[config.mk]
export PLATFORM = sky130hd
export DESIGN_NAME = vga_text_scanner_flat
export DESIGN_NICKNAME = d
export VERILOG_FILES = /design/src/rtl/vga_text_scanner_if.sv /design/src/rtl/vga_text_scanner.sv /design/src/flat_wrapper.sv
export SDC_FILE = /design/constraint.sdc
export NUM_CORES = 1
export LEC_CHECK = 0
export CAP_MARGIN = 0
export CORE_MARGIN = 5
export CORE_UTILIZATION = 40
export DETAILED_ROUTE_END_ITERATION = 8
export PLACE_DENSITY = 0.69
export SLEW_MARGIN = 20
export SYNTH_ARGS = -nofsm -noshare
export SYNTH_HDL_FRONTEND = slang
export SYNTH_SLANG_ARGS = --single-unit
[constraint.sdc]
create_clock -name clk -period 3 [get_ports clk]
set_clock_uncertainty 0.05 [all_clocks]
set_input_delay 0.45 -clock clk [delete_from_list [all_inputs] [get_ports clk]]
set_output_delay 0.45 -clock clk [all_outputs]
set_load 0.01 [all_outputs]
[src/rtl/vga_text_scanner_if.sv]
// Video RAM port b and font ROM read bus seen by the text scanner.
interface vga_text_scanner_if;
  logic [10:0] vram_addr;
  logic [31:0] vram_data;
  logic [11:0] font_addr;
  logic [7:0]  font_data;

  modport master (output vram_addr, font_addr, input vram_data, font_data);
  modport slave  (input vram_addr, font_addr, output vram_data, font_data);
endinterface

[src/rtl/vga_text_scanner.sv]
// Text-mode VGA scan-out: raster counters, cell/glyph fetch, 3-stage pixel pipe.
// Optional blinking cursor enabled by defining VGA_CURSOR_EN.
module vga_text_scanner #(
  parameter int H_VISIBLE = 640,
  parameter int H_FP      = 16,
  parameter int H_SYNC    = 96,
  parameter int H_BP      = 48,
  parameter int V_VISIBLE = 480,
  parameter int V_FP      = 10,
  parameter int V_SYNC    = 2,
  parameter int V_BP      = 33,
  parameter int COLS      = 80,
  parameter int ROWS      = 25
) (
  input  logic                  clk,
  input  logic                  reset,
  vga_text_scanner_if.master    mem,
  input  logic [10:0]           cursor_pos,
  output logic [3:0]            red,
  output logic [3:0]            green,
  output logic [3:0]            blue,
  output logic                  hsync,
  output logic                  vsync,
  output logic                  frame_start
);

  localparam int STAGES = 1;
  localparam logic [9:0]  H_LAST   = 10'(H_VISIBLE + H_FP + H_SYNC + H_BP - 1);
  localparam logic [9:0]  V_LAST   = 10'(V_VISIBLE + V_FP + V_SYNC + V_BP - 1);
  localparam logic [9:0]  TEXT_W   = 10'(COLS * 8);
  localparam logic [9:0]  TEXT_H   = 10'(ROWS * 16);
  localparam logic [9:0]  HS_START = 10'(H_VISIBLE + H_FP);
  localparam logic [9:0]  HS_END   = 10'(H_VISIBLE + H_FP + H_SYNC);
  localparam logic [9:0]  VS_START = 10'(V_VISIBLE + V_FP);
  localparam logic [9:0]  VS_END   = 10'(V_VISIBLE + V_FP + V_SYNC);

  logic [9:0]        h, v, h_d1, v_d1, h_d2, v_d2;
  logic [7:0]        attr_d2;
  logic [STAGES:0]   vld_pipe;
  logic              in_text, text_d2, pix_bit, v_wrap;
  logic [10:0]       cell_addr;
  logic [11:0]       colour;

  function automatic logic [11:0] pal(input logic [3:0] idx);
    logic [3:0] on, off;
    on  = idx[3] ? 4'hF : 4'hA;
    off = idx[3] ? 4'h5 : 4'h0;
    return {idx[2] ? on : off, idx[1] ? on : off, idx[0] ? on : off};
  endfunction

  assign in_text   = (h < TEXT_W) && (v < TEXT_H);
  assign cell_addr = 11'(v[9:4]) * 11'(COLS) + 11'(h[9:3]);
  assign v_wrap    = (h == H_LAST) && (v == V_LAST);

  assign mem.vram_addr = in_text ? cell_addr : '0;
  // Gate until the first real cell word has arrived so reset reads as 0.
  assign mem.font_addr = vld_pipe[0] ? {mem.vram_data[7:0], v_d1[3:0]} : '0;

`ifdef VGA_CURSOR_EN
  logic [4:0] frame_cnt;
  logic       cur_t0, cur_d1, cur_d2;
  logic       unused_bits;

  assign cur_t0 = frame_cnt[4] && in_text && (cell_addr == cursor_pos) &&
                  (cursor_pos < 11'(COLS * ROWS));
  assign pix_bit = mem.font_data[3'd7 - h_d2[2:0]] | (cur_d2 && (v_d2[3:1] == 3'b111));
  assign unused_bits = ^mem.vram_data[31:16];

  always_ff @(posedge clk) begin
    if (reset) begin
      frame_cnt <= '0;
      cur_d1    <= 1'b0;
      cur_d2    <= 1'b0;
    end else begin
      if (v_wrap) frame_cnt <= frame_cnt + 5'd1;
      cur_d1 <= cur_t0;
      cur_d2 <= cur_d1;
    end
  end
`else
  logic unused_bits;
  assign pix_bit     = mem.font_data[3'd7 - h_d2[2:0]];
  assign unused_bits = ^{mem.vram_data[31:16], cursor_pos};
`endif

  assign colour  = pix_bit ? pal(attr_d2[3:0]) : pal(attr_d2[7:4]);
  assign text_d2 = (h_d2 < TEXT_W) && (v_d2 < TEXT_H);

  always_ff @(posedge clk) begin
    if (reset) begin
      h           <= '0;
      v           <= '0;
      vld_pipe    <= '0;
      h_d1        <= '0;
      v_d1        <= '0;
      h_d2        <= '0;
      v_d2        <= '0;
      attr_d2     <= '0;
      red         <= '0;
      green       <= '0;
      blue        <= '0;
      hsync       <= 1'b1;
      vsync       <= 1'b1;
      frame_start <= 1'b0;
    end else begin
      if (h == H_LAST) begin
        h <= '0;
        v <= (v == V_LAST) ? '0 : v + 10'd1;
      end else begin
        h <= h + 10'd1;
      end
      vld_pipe <= {vld_pipe[STAGES-1:0], 1'b1};
      h_d1     <= h;
      v_d1     <= v;
      h_d2     <= h_d1;
      v_d2     <= v_d1;
      attr_d2  <= mem.vram_data[15:8];
      // Output stage: blanking, sync and frame marker share the pixel's delay.
      {red, green, blue} <= (vld_pipe[1] && text_d2) ? colour : 12'h000;
      hsync       <= !(vld_pipe[1] && h_d2 >= HS_START && h_d2 < HS_END);
      vsync       <= !(vld_pipe[1] && v_d2 >= VS_START && v_d2 < VS_END);
      frame_start <= vld_pipe[1] && (h_d2 == 10'd0) && (v_d2 == 10'd0);
    end
  end

endmodule
[src/flat_wrapper.sv]
// flat-port wrapper written by rule: the top's interface ports become plain ports
module vga_text_scanner_flat 
#(
  parameter int H_VISIBLE = 640,
  parameter int H_FP      = 16,
  parameter int H_SYNC    = 96,
  parameter int H_BP      = 48,
  parameter int V_VISIBLE = 480,
  parameter int V_FP      = 10,
  parameter int V_SYNC    = 2,
  parameter int V_BP      = 33,
  parameter int COLS      = 80,
  parameter int ROWS      = 25
)
  (clk, reset, cursor_pos, red, green, blue, hsync, vsync, frame_start, mem_vram_addr, mem_font_addr, mem_vram_data, mem_font_data);
  vga_text_scanner_if mem_i ();
  input  logic clk;
  input  logic reset;
  input  logic [10:0] cursor_pos;
  output logic [3:0] red;
  output logic [3:0] green;
  output logic [3:0] blue;
  output logic hsync;
  output logic vsync;
  output logic frame_start;
  output wire logic [$bits(mem_i.vram_addr)-1:0] mem_vram_addr;
  output wire logic [$bits(mem_i.font_addr)-1:0] mem_font_addr;
  input wire logic [$bits(mem_i.vram_data)-1:0] mem_vram_data;
  input wire logic [$bits(mem_i.font_data)-1:0] mem_font_data;
  assign mem_vram_addr = mem_i.vram_addr;
  assign mem_font_addr = mem_i.font_addr;
  assign mem_i.vram_data = mem_vram_data;
  assign mem_i.font_data = mem_font_data;
  vga_text_scanner #(.H_VISIBLE(H_VISIBLE), .H_FP(H_FP), .H_SYNC(H_SYNC), .H_BP(H_BP), .V_VISIBLE(V_VISIBLE), .V_FP(V_FP), .V_SYNC(V_SYNC), .V_BP(V_BP), .COLS(COLS), .ROWS(ROWS)) u_core (.clk(clk), .reset(reset), .mem(mem_i), .cursor_pos(cursor_pos), .red(red), .green(green), .blue(blue), .hsync(hsync), .vsync(vsync), .frame_start(frame_start));
endmodule
==> out/results.tsv, run 1 <==
stage	metric	value	unit
floorplan	rows	32	
floorplan	initial_core_util	0.412	
detailed_routing	final_antenna_net_count	0	
worst_setup_path	worst_ep_required_time	2.50	ns
finish	final_area	0.00423	mm^2
yosys	yosys.area.top_type	dfxtp_1	
cts	cts-root-buf	clkbuf_8	
global_routing	grt_use_total	0.133	
run_status	status	finished clean	
sta	period_minus_slack	2.93	ns
power	power_density	473	mW/mm^2
yosys	synth_area	0.00319	mm^2
cts	clock_sinks	77	
cts	numCtsBuffers	9	
finish	nNetsFinal	456	
cts	clk_latency	0.34	ns
sta	fmax	0.341	GHz
yosys	netlist_top_cells_count	dfxtp_1 (77), nor2b_1 (46), nor2_1 (21), and2_1 (19), ha_1 (13)	
place	place.gp.congestion	0.813	
cts	clk_pin_slew	0.07	ns
yosys	synthFlopType	dfxtp_1	
detailed_routing	viasPerCell	4.65	
finish	fin_cells	495	
sta	setup_violations	0	
sta	tightest_slew	0.545	ns
sta	maxSlewViolCount	0	
floorplan	die_area	0.00985	mm^2
place	dp.cells	477	
sta	slew_headroom	0.634	
detailed_routing	avgRoutedWirePerCell	12.7	um
sta	timing.setup.tns	0	ns
cts	cts_tree	yes	
flow_run	max_cap_violations	0	
cts	htreeDepth	3	
global_routing	grt_max_degree	34	
worst_setup_path	crit_fanout	2	
yosys	synth_edf_count	0	
detailed_routing	vias	2301	
worst_setup_path	path_class	flop to output pin	
yosys	synth_nets	388	
yosys	async_reset_ff_frac	0	
global_routing	grt_pass1_vias	2245	
sta	setup_ws	0.0689	ns
finish	antenna_cells	0	
power	p_leak	1.68	nW
cts	clk_path_buf_depth	2	
place	dpl_worst_slack	-0.0967	ns
floorplan	chipWidth	99.3	um
finish	nFillCells	668	
yosys	syn_inst	320	
place	portBuffers	63	
global_routing	antenna_found_initial	0	
sta	finalHoldViolations	0	
finish	area_delta_synth_final	32.7	%
worst_setup_path	arrival	2.43	ns
yosys	synth_top_area_share	0.484	
detailed_routing	wl	6270	um
worst_setup_path	endpoint_kind	output pin	
detailed_routing	drc	0	
power	irDropWorstVdd	308	uV
sta	finalCritPeriodShare	0.977	
yosys	synth.area.top_cells	dfxtp_1 (48%), nor2b_1 (9.0%), ha_1 (5.1%)	
place	dp_hpwl	4640	um
cts	postCtsHoldBufs	0	
hold_path	worstHoldPathType	flop to flop	
yosys	synth-seq-cells	77	
global_routing	grt_pass1_wl	10500	um
global_routing	gr-total-overflow	0	
yosys	yosysMostFrequentCell	dfxtp_1	
worst_setup_path	worstSetupStartpointType	flop	
floorplan	die_h	99.3	um
yosys	synth.avg_cell_area	9.96	um^2
floorplan	core-area	0.00773	mm^2
floorplan	ios	91	
yosys	yosysSeqAreaShare	0.484	
yosys	post_synth_num_cell_types	38	
yosys	synth-warning-count	0	
sta	rsz0062_at_grt	true	
finish	drive_gt1_frac	0.125	
place	placed_area	0.00392	mm^2
detailed_routing	drt_iter0_markers	72	
detailed_routing	dr.pass1.iters	4	
## layer usage
metal / wire (um) / GRT usage
met3: 366 / 0.0316
met4: 159 / 0.0714
met2: 2990 / 0.213
met5: 0 / 0
met1: 2760 / 0.165
## cells in the final DEF (no fill, tap or decap), drive strengths merged, types with 3 or more instances in the layout
| master | synthesis | layout |
|---|---|---|
| nand4 | 9 | 9 |
| and2 | 19 | 19 |
| o211ai | 3 | 3 |
| xnor2 | 8 | 8 |
| buf | 11 | 17 |
| inv | 7 | 7 |
| nor3 | 12 | 12 |
| or4 | 3 | 3 |
| xor2 | 7 | 7 |
| and3 | 5 | 5 |
| nor2b | 46 | 46 |
| clkbuf | 9 | 11 |
| dfxtp | 77 | 77 |
| a21o | 3 | 3 |
| mux2i | 6 | 6 |
| nand2b | 4 | 4 |
| or3 | 7 | 7 |
| ha | 13 | 13 |
| a21oi | 11 | 11 |
| o21ai | 9 | 9 |
| clkdlybuf4s50 | 0 | 59 |
| nand2 | 11 | 11 |
| nor2 | 21 | 21 |
| nor4 | 3 | 3 |
## kinds of logic (layout without fill, tap and decap cells)
family	count (synthesis)	after routing	synth area share
and+or+nand+nor	149	149	0.275
buffers and inverters	27	100	0.0424
xor gates and xnor gates	16	16	0.0483
muxes	8	8	0.0369
DFF	77	77	0.484
AOI/OAI and AO/OA	28	28	0.0503
adders and majority gates	15	15	0.0636
## critical path: stages, from the launching register on
cell and delay (ns):
dfxtp_2 0.34, ha_4 0.25, ha_4 0.16, inv_2 0.04, fa_2 0.44, buf_6 0.13, nand2b_4 0.13, or3_1 0.31
a21oi_1 0.14, buf_2 0.15
## report_power, final
group | switching (mW) | internal (mW)
logic | 0.0396 | 0.0670
clock network | 0.355 | 0.492
registers | 0.0101 | 1.04
## flip-flops by register name (all words and copies together) (netlist names), 2 cells and up
register         flops
u_core.h            10
u_core.h_d1         10
u_core.h_d2         10
u_core.v            10
u_core.v_d1         10
u_core.v_d2         10
u_core.attr_d2       8
u_core.blue          2
u_core.vld_pipe      2
## worst paths after layout
path                 endpoint  depth (start not counted)      startpoint  slack (ns)
min reg2reg    u_core.v_d2[7]                          1  u_core.v_d1[7]        0.38
max reg2reg       u_core.v[3]                          5     u_core.h[0]        0.93
max          mem_vram_addr[9]                          9     u_core.v[5]        0.07
min            u_core.v_d2[7]                          1  u_core.v_d1[7]        0.38
## per-stage QoR
stage | total power [mW] | util | hold slack (ns)
finish | 2.00 | 0.547 | 0.384
global route | 2.09 | 0.547 | 0.407
CTS | 2.03 | 0.545 | 0.390
detailed placement | 1.18 | 0.507 | 0.374
global placement | 1.18 | 0.507 | 0.370
floorplan | 1.12 | - | 0.364
## layout make-up
cell class,instances,area (um^2),share of cell area
clock inverters,5,83.8,0.0198
inverters,7,26.3,0.00621
well taps,102,128,0.0302
clock buffers,11,141,0.0334
flip-flops and latches,77,1550,0.365
multi-input cells,216,1580,0.374
repair buffers,77,723,0.171
## timing repair
action | 4_1_cts | 5_1_grt
buffers inserted | 1 | 2
pin swaps | 6 | 7
resized for setup | 21 | 2
setup endpoints to repair | 3 | 2
Power figures use the tool's default switching activity.
==> inputs of run 2 (changes only) <==
--- a/config.mk
+++ b/config.mk
@@ -8,6 +8,7 @@
 export CAP_MARGIN = 0
 export CORE_MARGIN = 5
 export CORE_UTILIZATION = 40
+export CTS_CLUSTER_DIAMETER = 200
 export DETAILED_ROUTE_END_ITERATION = 8
 export PLACE_DENSITY = 0.69
 export SLEW_MARGIN = 20
==> results of run 2 <==
Same layout as run 1: the final DEF is identical, and so are final timing and power.
